[src/rtl/ext_mbox_pkg.sv]
// ext_mbox_pkg: command codes, handshake FSM states and status bit positions for the mailbox responder
package ext_mbox_pkg;
    localparam logic [2:0] CMD_NOP      = 3'd0;
    localparam logic [2:0] CMD_PUSH     = 3'd1;
    localparam logic [2:0] CMD_POP      = 3'd2;
    localparam logic [2:0] CMD_FIFO_CLR = 3'd3;
    localparam logic [2:0] CMD_ACC_ADD  = 3'd4;
    localparam logic [2:0] CMD_ACC_READ = 3'd5;
    localparam logic [2:0] CMD_ACC_CLR  = 3'd6;
    localparam logic [2:0] CMD_RSVD     = 3'd7;
    typedef enum logic [1:0] {IDLE, EXEC, ACK} state_t;
    localparam int ST_ACK   = 7;
    localparam int ST_FULL  = 6;
    localparam int ST_EMPTY = 5;
    localparam int ST_ERR   = 4;
    localparam int ST_CARRY = 3;
endpackage

[src/rtl/mbox_fifo.sv]
// mbox_fifo: DEPTH-entry byte FIFO with separate occupancy count so full and empty never alias
module mbox_fifo #(
    parameter int DEPTH = 4
) (
    input  logic                   clk,
    input  logic                   rst,
    input  logic                   push,
    input  logic                   pop,
    input  logic                   clr,
    input  logic [7:0]             din,
    output logic [7:0]             dout,
    output logic                   full,
    output logic                   empty,
    output logic [$clog2(DEPTH):0] count
);
    localparam int AW = $clog2(DEPTH);
    logic [7:0]    mem [DEPTH];
    logic [AW-1:0] wr_ptr, rd_ptr;
    logic          do_push, do_pop;
    assign full    = count == (AW+1)'(DEPTH);
    assign empty   = count == '0;
    assign do_push = push && !full && !clr;
    assign do_pop  = pop && !empty && !clr;
    assign dout    = mem[rd_ptr];
    always_ff @(posedge clk) begin
        if (rst || clr) begin
            wr_ptr <= '0;
            rd_ptr <= '0;
            count  <= '0;
        end else begin
            if (do_push) wr_ptr <= wr_ptr + 1'b1;
            if (do_pop) rd_ptr <= rd_ptr + 1'b1;
            count <= count + (AW+1)'(do_push) - (AW+1)'(do_pop);
        end
    end
    always_ff @(posedge clk) begin
        if (do_push) mem[wr_ptr] <= din;
    end
endmodule

[src/rtl/ext_mailbox_responder.sv]
// ext_mailbox_responder: toggle-handshaked command mailbox with byte FIFO and accumulator on the CPU ext ports
module ext_mailbox_responder
    import ext_mbox_pkg::*;
#(
    parameter int DEPTH = 4
) (
    input  logic       clk,
    input  logic       Reset,
    input  logic [7:0] OutExtWorld1,
    input  logic [7:0] OutExtWorld2,
    input  logic [7:0] OutExtWorld3,
    input  logic [7:0] OutExtWorld4,
    output logic [7:0] InpExtWorld1,
    output logic [7:0] InpExtWorld2,
    output logic [7:0] InpExtWorld3,
    output logic [7:0] InpExtWorld4
);
    localparam int AW = $clog2(DEPTH);
    state_t        state;
    logic          req_seen, ack, err, carry, err_n;
    logic [2:0]    cmd;
    logic [7:0]    opnd, acc, resp, resp_n, head, cnt8, stat;
    logic [8:0]    sum;
    logic [AW:0]   cnt;
    logic          full, empty, exec;
    logic          unused_ok;
    assign unused_ok = ^{OutExtWorld1[6:3], OutExtWorld3, OutExtWorld4};
    assign exec = state == EXEC;

    mbox_fifo #(.DEPTH(DEPTH)) u_fifo (
        .clk  (clk),
        .rst  (Reset),
        .push (exec && cmd == CMD_PUSH),
        .pop  (exec && cmd == CMD_POP),
        .clr  (exec && cmd == CMD_FIFO_CLR),
        .din  (opnd),
        .dout (head),
        .full (full),
        .empty(empty),
        .count(cnt)
    );

    always_comb begin
        sum    = {1'b0, acc} + {1'b0, opnd};
        cnt8   = 8'(cnt);
        err_n  = (cmd == CMD_PUSH && full) || (cmd == CMD_POP && empty) || cmd == CMD_RSVD;
        resp_n = cmd == CMD_PUSH     ? (full ? 8'h00 : opnd) :
                 cmd == CMD_POP      ? (empty ? 8'h00 : head) :
                 cmd == CMD_ACC_ADD  ? sum[7:0] :
                 cmd == CMD_ACC_READ ? acc : 8'h00;
        stat           = '0;
        stat[ST_ACK]   = ~ack;
        stat[ST_FULL]  = full;
        stat[ST_EMPTY] = empty;
        stat[ST_ERR]   = err;
        stat[ST_CARRY] = carry;
        stat[2:0]      = cnt8 > 8'd7 ? 3'd7 : cnt8[2:0];
    end

    always_ff @(posedge clk) begin
        if (Reset) begin
            state        <= IDLE;
            req_seen     <= 1'b0;
            ack          <= 1'b0;
            err          <= 1'b0;
            carry        <= 1'b0;
            acc          <= '0;
            resp         <= '0;
            cmd          <= CMD_NOP;
            opnd         <= '0;
            InpExtWorld1 <= 8'h20;
            InpExtWorld2 <= '0;
            InpExtWorld3 <= '0;
            InpExtWorld4 <= '0;
        end else begin
            case (state)
                IDLE: if (OutExtWorld1[7] != req_seen) begin
                    cmd      <= OutExtWorld1[2:0];
                    opnd     <= OutExtWorld2;
                    req_seen <= OutExtWorld1[7];
                    state    <= EXEC;
                end
                EXEC: begin
                    err  <= err_n;
                    resp <= resp_n;
                    if (cmd == CMD_ACC_ADD) begin
                        acc   <= sum[7:0];
                        carry <= carry | sum[8];
                    end else if (cmd == CMD_ACC_CLR) begin
                        acc   <= '0;
                        carry <= 1'b0;
                    end
                    state <= ACK;
                end
                ACK: begin
                    InpExtWorld1 <= stat;
                    InpExtWorld2 <= resp;
                    InpExtWorld3 <= cnt8;
                    InpExtWorld4 <= acc;
                    ack          <= ~ack;
                    state        <= IDLE;
                end
                default: state <= IDLE;
            endcase
        end
    end
endmodule

[config.mk]
export PLATFORM = sky130hd
export DESIGN_NAME = ext_mailbox_responder
export DESIGN_NICKNAME = d
export VERILOG_FILES = /design/src/rtl/ext_mbox_pkg.sv /design/src/rtl/mbox_fifo.sv /design/src/rtl/ext_mailbox_responder.sv
export SDC_FILE = /design/constraint.sdc
export NUM_CORES = 1
export LEC_CHECK = 0
export CAP_MARGIN = 30
export CORE_MARGIN = 5
export CORE_UTILIZATION = 40
export DETAILED_ROUTE_END_ITERATION = 10
export PLACE_DENSITY = 0.72
export SLEW_MARGIN = 0
export SYNTH_ARGS = -nofsm -noshare
export SYNTH_HDL_FRONTEND = slang
export SYNTH_HIERARCHICAL = 1
export SYNTH_SLANG_ARGS = --single-unit
[constraint.sdc]
create_clock -name clk -period 8.35 [get_ports clk]
set_input_delay 1.2525 -clock clk [delete_from_list [all_inputs] [get_ports clk]]
set_output_delay 1.2525 -clock clk [all_outputs]
set_load 0.005 [all_outputs]
# Word-level counts from Yosys, hierarchy flattened

Memory sizes are Yosys's and may differ from the RTL's. A register that Yosys moved wholly into a read port is not among the register bits.
Index checks and enable logic that the tools add are counted.
Widths: inputs -> output; s select.

Memories: 1
Bits in writable memories: 32
Output and inout port bits: 32
Flip-flop bits (word level): 67

Equal/unequal tests: 12
Mux-type cells: 16
Reductions and logical operators: 20
Bitwise logic cells: 2
$add $sub $neg: 5

Memory list:

| memory     | words | bits a word | rd ports | clocked after Yosys merged registers in | wr ports | RTL line        | source |
|---|---|---|---|---|---|---|---|
| u_fifo.mem | 4     | 8           | 1        | 1                                       | 1        | mbox_fifo.sv:17 | `logic [7:0] mem [DEPTH];` |

Operator list:

| kind                | number |
|---|---|
| $mux 8              | 8 |
| $eq 3x3->1 const B  | 5 |
| $add 8x8->9         | 1 |
| $logic_and 1x1->1   | 9 |
| $eq 3x2->1 const B  | 2 |
| $mux 2              | 3 |
| $add 2x1->2 const B | 2 |
| $mux 1              | 4 |
| $pmux 2 s2          | 1 |
| $reduce_and 2->1    | 2 |
| $add 3x1->3         | 1 |
| $eq 3x1->1 const B  | 1 |
| $logic_not 1->1     | 3 |
| $logic_not 3->1     | 1 |
| $logic_or 1x1->1    | 3 |
| $sub 3x1->3         | 1 |
| $eq 2x1->1 const B  | 1 |
| $eq 2x2->1 const B  | 1 |
| $logic_not 2->1     | 1 |
| $ne 2x2->1 const B  | 1 |
| $reduce_bool 2->1   | 1 |
| $ne 1x1->1          | 1 |
| $not 1->1           | 1 |
| $or 1x1->1          | 1 |

# Depth between registers and ports, before layout

Gate-level depths: netlist (run 1).

Depth after elaboration: 6
Gate-level depth with buffers: 13
Gate-level depth less buffers: 12

# By module

Netlist (run 1), hierarchy kept.

Modules (own cells, without submodules):

| module                | cells an instance | area each (um^2) | times used |
|---|---|---|---|
| ext_mailbox_responder | 310               | 2616.3           | 1 |
| mbox_fifo             | 93                | 1634.1           | 1 |

# Least setup slack after synthesis (run 1)

OpenSTA, ideal clock, no wires.

Kind: register -> register
Start: register state[1]
End: register u_fifo.count[2]
Stages on the path, launching flop included: 14
Required time: 8.202 ns
Library setup time: 0.148 ns
Buffers on the path: 1
Arrival time: 2.522 ns
Slack: 5.681 ns
Clock period less this slack: 2.669 ns
Path through: dfxtp_1 > nand2b_1 > clkbuf_1 > nor3_1 > inv_1 > nor3_2 > inv_1 > ha_1 > inv_1 > ha_1 > fa_1 > xnor2_1 > xnor2_1 > nor3_1

Cells in the longest elaborated chain, start to end: 6

RTL lines:

| element                                                     | RTL line                                                 | source |
|---|---|---|
| start, declared                                             | ext_mailbox_responder.sv:19                              | `state_t state;` |
| start signal, assigned                                      | ext_mailbox_responder.sv:62                              | `state <= IDLE;` |
| start signal, assigned                                      | ext_mailbox_responder.sv:81                              | `state <= EXEC;` |
| start signal, assigned                                      | ext_mailbox_responder.sv:93                              | `state <= ACK;` |
| $eq 2x1->1 (*)                                              | ext_mailbox_responder.sv:28                              | `assign exec = state == EXEC;` |
| $logic_and 1x1->1 (on tied branches)                        | ext_mailbox_responder.sv:33, ext_mailbox_responder.sv:35 |  |
| $logic_and 1x1->1 / $logic_not 1->1 (equally long branches) | mbox_fifo.sv:22, mbox_fifo.sv:23                         |  |
| $logic_and 1x1->1                                           | mbox_fifo.sv:22                                          | `assign do_push = push && !full && !clr;` |
| $add 3x1->3                                                 | mbox_fifo.sv:33                                          | `count <= count + (AW+1)'(do_push) - (AW+1)'(do_pop);` |
| $sub 3x1->3                                                 | mbox_fifo.sv:33                                          |  |
| end signal, assigned                                        | mbox_fifo.sv:33                                          |  |
| end, declared                                               | mbox_fifo.sv:14                                          | `output logic [$clog2(DEPTH):0] count` |

Mark *: on every way between the ends. The rest lies on a longest branch, timed or not.
A chain may end at the register's enable or synchronous reset.

# Worst setup path in the final report (run 1)

Start: register cmd[0]
End: register u_fifo.count[2]

Cells in the longest elaborated chain, start to end: 6

RTL lines:

| element                                                     | RTL line                                                 | source |
|---|---|---|
| start, declared                                             | ext_mailbox_responder.sv:21                              | `logic [2:0] cmd;` |
| start signal, assigned                                      | ext_mailbox_responder.sv:78                              | `cmd <= OutExtWorld1[2:0];` |
| $eq 3x1->1 / $eq 3x2->1 (equally long branches)             | ext_mailbox_responder.sv:33, ext_mailbox_responder.sv:35 |  |
| $logic_and 1x1->1 (on tied branches)                        | ext_mailbox_responder.sv:33, ext_mailbox_responder.sv:35 |  |
| $logic_and 1x1->1 / $logic_not 1->1 (equally long branches) | mbox_fifo.sv:22, mbox_fifo.sv:23                         |  |
| $logic_and 1x1->1                                           | mbox_fifo.sv:22                                          |  |
| $add 3x1->3                                                 | mbox_fifo.sv:33                                          |  |
| $sub 3x1->3                                                 | mbox_fifo.sv:33                                          |  |

Parallel ways exist; a longest one is shown, timed or not.

==> metrics.md, run 1 <==
| Metric | Value |
|---|---|
| Power per cell area | approximately 190 nW/µm² |
| Routed met1 length | 3760 µm |
| Final setup violation count | 0 |
| Total GRT Usage | 14.6% |
| Largest cells by area after synthesis | sky130_fd_sc_hd__dfxtp_1 31%, sky130_fd_sc_hd__edfxtp_1 23%, sky130_fd_sc_hd__nand2_1 5.4% |
| Wire length of the first global-routing pass | 14900 µm |
| Count of non-filler cells in the finished layout | between 500 and 600 |
| Share of async-settable or async-resettable flops after synthesis | 0% |
| Final net count | between 400 and 500 |
| Worst Setup Path Type | reg2reg |
| Routed length on met2 | between 4000 and 5000 µm |
| Die Area | 12800 µm² |
| Result of the run | complete, no violations |
| Worst path arrival time | 3.50 ns |
| Crit path capture type | register |
| Number of diodes | 0 |
| Post-CTS Hold Fix Bufs | 0 |
| Detailed-routing iteration count for the pre-antenna-repair pass | 4 |
| Library cell occupying the most area in the post-synthesis netlist | sky130_fd_sc_hd__dfxtp_1 |
| Critical path's slowest cell | sky130_fd_sc_hd__dfxtp_1 |
| Slew at the pin closest to its max-slew limit | ~0.85 ns |
| Skew-Pair Late Insertion Delay | 0.36 ns |
| Average size of a mapped cell | around 11 µm² |
| Number of input and output port buffers inserted | 40 |
| RSZ-0062 raised after global routing | false |
| Detailed Route WL | about 9000 µm |
| Cell Area, Synth | 4250 µm² |
| Count of fill cells added during filler insertion | between 900 and 1000 |
| Worst Path Required | roughly 8.6 ns |
| Clock transition time at the flip-flop clock pins of the worst setup and hold paths | ~0.090 ns |
| Biggest cell delay along the critical path | between 0.6 and 0.7 ns |
| CTS tree | yes |
| Horiz. Die Dim | 113 µm |
| Peak supply drop | about 0.00007 V |
| Synthesized instance count | roughly 400 |
| DRC violation count after routing | 0 |
| Post-DR vias/cell | 5.24 |
| Top achievable clock speed | about 0.31 GHz |
| Tcrit/Tclk final | roughly two fifths |
| Final weighted congestion of routability-driven global placement | between 0.8 and 0.9 |
| Starting utilization of the core area | 41.2% |
| Pin count of the biggest net entering global routing | 64 |
| Count of endpoints failing hold in the final timing report | 0 |
| Total leakage power | around 0.0017 µW |
| Cells along the critical path | nand2b_1 > nor3_1 > inv_1 > nor3_2 > inv_1 > ha_1 > inv_1 > ha_1 > fa_1 > xnor2_1 > xnor2_1 > nor3_1 |
| Max Cap Viol | 0 |
| Wire per inst | around 16 µm |
| Final Slew Violations | 0 |
| Critical path fanouts, max | 13 |
| I/O Pins | 66 |
| Cell with the most instances on the worst path | sky130_fd_sc_hd__inv_1 |
| Maximum buffer depth of the clock tree | 2 |
| Syn-to-layout area delta | 15.5% |
| Critical Path Start Type | register |
| Worst reg2reg setup slack | between 5 and 6 ns |
| Number of synthesized register bits | 97 |
| Portion of the post-synthesis area used by sequential elements | 53.2% |
| Resized cells post-CTS | 0 |
| Kind of cell adding the most delay to the critical path | simple AND/OR/NAND/NOR gates |
| Most common flop cell mapped by yosys | sky130_fd_sc_hd__dfxtp_1 |
| Clock skew | between 0.01 and 0.015 ns |
| Number of cells after detailed placement | 556 |
| Floorplan core area | approximately 10000 µm² |
| Initial antenna violation count | 0 |
| Placed wire-length estimate after detailed placement | roughly 6400 µm |
| Post-CTS setup-driven buffer insertion count | 0 |
| Max-slew headroom | between 40% and 50% |
| Share of cells above drive strength 1 | about 8.5% |
| Antenna viol nets, final | 0 |
| Yosys warnings | 6 |
| Met3 wire len | approximately 440 µm |
| Inserted Clock Buffers | 9 |
| Top-area cell type share of the netlist area | a little under a third |
| Sum of buffers and inverters on the critical path | 3 |
| Root buffer cell | sky130_fd_sc_hd__clkbuf_8 |
| Min cycle time layout | about 3.3 ns |
| Final cell utilization of the core | between 40 and 50% |
| Detailed Route Iter0 Violations | about 240 |
| Highest metal layer with signal wires | met4 |
| Die span in y | around 110 µm |
| Via Count | ~3000 |
| Number of sinks driven by the clock tree | 97 |
| Site row count | 37 |
| Setup total negative slack | 0 ns |
| Leftover overflow at the end of global routing | 0 |
| H-Tree Level Count | 3 |
| Vias in the first global route | roughly 3000 |
| Post-synth EDFFs | 32 |
| Type of the worst min-delay path | reg2reg |
| Post-synth cell types | 57 |
-- path summary, 6_finish.rpt --
| kind | startpoint | to | cells after the start |
|---|---|---|---|
| worst max-delay path | cmd[0] | u_fifo/count[2] | 12 |
| worst min-delay path | InpExtWorld4[6] | InpExtWorld4[6] | 2 |
| worst max register to register | cmd[0] | u_fifo/count[2] | 12 |
| worst min register to register | InpExtWorld4[6] | InpExtWorld4[6] | 2 |
-- metal layers --
| layer | up-vias | global-route usage [%] |
|---|---|---|
| met4 | 0 | 6.49 |
| met3 | 17 | 2.51 |
| met1 | 1430 | 17.9 |
| li1 | 1480 | - |
| met5 | - | 0 |
| met2 | 72 | 25.2 |
-- cells in the final DEF (no fill, tap or decap), drive strengths merged, types with 2 or more instances in the layout --
cell type,Yosys,final
a21oi,33,33
xnor2,6,6
edfxtp,32,32
buf,17,3
nand2b,5,5
nor2b,5,5
nor3,12,12
o41ai,2,2
a21boi,2,2
conb,1,5
nor4,2,2
xor2,4,4
clkdlybuf4s50,0,39
a221o,2,2
a221oi,8,8
a22oi,4,4
nor2,35,35
dfxtp,65,65
clkinv,1,2
nand2,61,61
nand3b,2,2
and2,10,10
a211oi,6,6
nand3,6,6
fa,2,2
inv,8,9
ha,14,14
mux4,8,8
o211ai,2,2
clkbuf,12,12
mux2i,11,11
o21ai,9,9
-- final cells by class --
type / instances / area [µm²] / area share (%)
Inverter: 9 / 35.0 / 0.714
Clock buffer: 12 / 166 / 3.39
Clock inverter: 4 / 50.0 / 1.02
Tap cell: 136 / 170 / 3.47
Sequential cell: 97 / 2260 / 46.1
Timing Repair Buffer: 42 / 410 / 8.36
Multi-Input combinational cell: 272 / 1820 / 37.0
-- registers in the layout, indices dropped and copies added (netlist names), named ones only --
name and flops:
state 2, u_fifo/wr_ptr 2, u_fifo/rd_ptr 2, resp 8, u_fifo/count 3, acc 8
opnd 8, InpExtWorld2 8, carry 1, InpExtWorld1 8, u_fifo/mem 32, InpExtWorld4 8
cmd 3, req_seen 1, err 1
-- logic make-up (layout without fill, tap and decap cells) --
family,count (synthesis),in the layout,synth area share [%]
AO/OA/AOI/OAI,77,77,12.0
buffers and inverters,38,67,4.42
AND/OR/NAND/NOR,145,145,16.3
flip-flops,97,97,53.2
adder cells (fa/ha/maj),16,16,5.06
XOR/XNOR,10,10,2.06
multiplexers,19,19,6.83
other,1,5,0.0882
-- where the power goes --
group	switching (µW)	internal, µW	total, µW
clock	159	165	324
sequential	20.5	503	523
combinational	47.6	36.0	83.6
-- synthesized netlist by cell type, types with 8 or more instances --
master / count
sky130_fd_sc_hd__mux4_2: 8
sky130_fd_sc_hd__edfxtp_1: 32
sky130_fd_sc_hd__ha_1: 14
sky130_fd_sc_hd__mux2i_1: 11
sky130_fd_sc_hd__nor3_1: 10
sky130_fd_sc_hd__dfxtp_1: 65
sky130_fd_sc_hd__clkbuf_1: 12
sky130_fd_sc_hd__buf_4: 10
sky130_fd_sc_hd__a21oi_1: 33
sky130_fd_sc_hd__nor2_1: 35
sky130_fd_sc_hd__nand2_1: 61
sky130_fd_sc_hd__and2_1: 10
-- per-stage QoR --
step | power (µW) | hold slack, ns | setup slack (ns) | area, µm²
after floorplan | 591 | 0.432 | 5.68 | 4270
after global placement | 615 | 0.442 | 5.25 | 4690
after detailed placement | 619 | 0.447 | 5.10 | 4690
after CTS | 937 | 0.459 | 5.08 | 4910
after global routing | 970 | 0.476 | 4.83 | 4910
final | 931 | 0.454 | 5.08 | 4910
-- tightest hold or removal path: cells and delay by family (launching register included) --
kind | cells | cell delay (ns)
compound gates | 1 | 0.05
flops | 1 | 0.31
simple gates | 1 | 0.05
Power figures use the tool's default switching activity.
==> inputs of run 2 (changes only) <==
PLACE_DENSITY = 0.75   (was 0.72)
clock period = 2.8 ns   (was 8.35 ns; I/O delays follow)
==> run 2 against run 1 <==
Net effect: power rose to 2.9 times the previous value; fmax rose by 25%; core utilization up 0.55 points; global-route usage increased by 0.38 points; setup slack worse by 4.9 ns; count of clock-buffer cells in the layout decreased by 3; critical path type unchanged; sequential power rose to 3.0 times the previous value; critical path depth rose by 1; combinational power grew to 3.4 times the previous value; clock skew decreased by 0.0065 ns; sequential share of layout area fell by 0.50 points.
==> metrics.md, run 2 (synthesis gave the netlist of run 1 again) <==
| Metric | Value |
|---|---|
| FF+latch area | roughly 2300 µm² |
| Top achievable clock speed | about 0.38 GHz |
| Sum of buffers and inverters on the critical path | 4 |
| Share of cells above drive strength 1 | a little under an eighth |
| Critical path's slowest cell | sky130_fd_sc_hd__fa_1 |
| Number of input and output port buffers inserted | 40 |
| Post-DR vias/cell | 5.17 |
| Result of the run | complete, no violations |
| Detailed Route Iter0 Violations | around 140 |
| Cell with the most instances on the worst path | sky130_fd_sc_hd__inv_1 |
| Count of fill cells added during filler insertion | 929 |
| Post-CTS Hold Fix Bufs | 0 |
| Pin count of the biggest net entering global routing | between 40 and 50 |
| Most frequent cells in the layout | 64 x sky130_fd_sc_hd__dfxtp_1, 61 x sky130_fd_sc_hd__nand2_1, 39 x sky130_fd_sc_hd__clkdlybuf4s50_1 |
| Kind of cell adding the most delay to the critical path | adder cells |
| Share of power burned in combinational logic | approximately a tenth |
| Worst hold-check slack | around 0.46 ns |
| Maximum buffer depth of the clock tree | 2 |
| Worst path arrival time | ~2.9 ns |
| Clock skew | approximately 0.0053 ns |
| Total leakage power | between 0.0015 and 0.002 µW |
| Min cycle time layout | approximately 2.6 ns |
| CTS tree | yes |
| Root buffer cell | sky130_fd_sc_hd__clkbuf_8 |
| Wire length of the first global-routing pass | 15300 µm |
| Critical Path Start Type | register |
| Clock transition time at the flip-flop clock pins of the worst setup and hold paths | around 0.10 ns |
| Leftover overflow at the end of global routing | 0 |
| Syn-to-layout area delta | 16.8% |
| Die Area | 12800 µm² |
| Initial antenna violation count | 0 |
| Placed wire-length estimate after detailed placement | ~7000 µm |
| Starting utilization of the core area | 41.2% |
| Floorplan core area | a little over 10000 µm² |
| Worst Path Required | between 3 and 4 ns |
| Inserted Clock Buffers | 9 |
| Final setup violation count | 0 |
| Detailed Route WL | a little over 9000 µm |
| Worst Setup Path Type | reg2reg |
| Final net count | between 400 and 500 |
| Crit path capture type | register |
| RSZ-0062 raised after global routing | false |
| Vias in the first global route | between 3000 and 4000 |
| DRC violation count after routing | 0 |
| Final Slew Violations | 0 |
| Max Cap Viol | 0 |
| Skew-Pair Late Insertion Delay | 0.36 ns |
| Part of the power in the clock network | a little under a third |
| Antenna viol nets, final | 0 |
| Via Count | roughly 3000 |
| Count of endpoints failing hold in the final timing report | 0 |
| Peak supply drop | slightly above 0.0003 V |
| Slew at the pin closest to its max-slew limit | slightly above 0.8 ns |
| Portion of total power attributed to sequential cells | 57.8% |
| Largest reg by FF count | u_fifo/mem |
| Critical path fanouts, max | 6 |
| Biggest cell delay along the critical path | between 0.3 and 0.4 ns |
| Cells along the critical path | nand2b_2 > nor3_1 > buf_4 > inv_1 > nor3_2 > inv_1 > ha_1 > inv_1 > ha_1 > fa_1 > xnor2_1 > xnor2_1 > nor3_1 |
| Area of combinational cells with multiple inputs | 1820 µm² |
| Flip-flop count of the largest register, all copies and words added | 32 |
| Internal portion of total power | just under 2000 µW |
| Number of diodes | 0 |
| Horiz. Die Dim | 113 µm |
| H-Tree Level Count | 3 |
| Switching power total | roughly 700 µW |
| Fin worst setup slack | roughly 0.18 ns |
| Number of sinks driven by the clock tree | slightly below 100 |
| Final weighted congestion of routability-driven global placement | 0.842 |
| Final cell utilization of the core | between 40% and 50% |
| Most common cell after layout, fill and taps aside | sky130_fd_sc_hd__dfxtp_1 |
| Die span in y | around 110 µm |
| Wire per inst | 15.8 µm |
| Setup total negative slack | 0 ns |
| Detailed-routing iteration count for the pre-antenna-repair pass | 4 |
| Total GRT Usage | 15.0% |
| Total chip power | ~2700 µW |
| Power per cell area | around 540 nW/µm² |
| I/O Pins | 66 |
| Sw Share | 26.7% |
| Site row count | 37 |
| Type of the worst min-delay path | reg2reg |
| Pre-CTS setup slack | around 0.18 ns |
| Tcrit/Tclk final | between 90 and 100% |
| Max-slew headroom | a little under half |
## run 2: cell count changes in the layout (fill, tap and decap cells not counted), sizes merged
cell / delta
clkbuf: -3
bufinv: -1
buf: +11
clkinv: +3
inv: +1
## run 2: repair_timing
| item | 4_1_cts | 5_1_grt |
|---|---|---|
| resized for setup | 0 | 2 |
| setup buffers | 0 | 0 |
| setup endpoints to repair | 0 | 1 |
## run 2: stage by stage
| step | instance area [µm²] | instances |
|---|---|---|
| global route | 4970 | 583 |
| CTS | 4960 | 583 |
| global placement | 4780 | 567 |
| floorplan | 4270 | 407 |
| finish | 4970 | 583 |
| detailed placement | 4780 | 567 |
## run 2: metal layers
metal	up-vias	share of wire [%]	wire length [µm]	GRT usage, %
met2	60	49	4510	25.2
met5	-	0	0	0
met3	15	4.8	437	4.01
met4	0	2.0	187	5.45
li1	1505	-	-	-
met1	1435	44	4050	18.5
## run 2: cell type report
cell class,instances,area share [%]
flip-flops and latches,97,45.6
multi-input cells,272,36.6
repair buffers,53,9.93
well taps,136,3.43
clock buffers,9,2.49
clock inverters,7,1.26
inverters,9,0.705
## run 2: worst min-delay path, stage by stage (launching register included)
cell and delay [ns]:
sky130_fd_sc_hd__dfxtp_1 0.32, sky130_fd_sc_hd__nand2_1 0.05, sky130_fd_sc_hd__a21oi_1 0.05
## run 2: power groups by stage
stage	combinational, µW	clock, µW	sequential (µW)
2_1_floorplan	198	0	1560
3_3_place_gp	277	0	1580
3_5_place_dp	284	0	1580
4_1_cts	285	871	1550
5_1_grt	316	920	1550
6_report	284	845	1550
## run 2: worst paths after layout
kind | startpoint | end | slack (ns) | cells past startpoint
hold / removal | InpExtWorld2[2] | InpExtWorld2[2] | 0.46 | 2
setup / recovery | state[1] | u_fifo/count[2] | 0.18 | 13
hold reg to reg | InpExtWorld2[2] | InpExtWorld2[2] | 0.46 | 2
setup reg to reg | state[1] | u_fifo/count[2] | 0.18 | 13
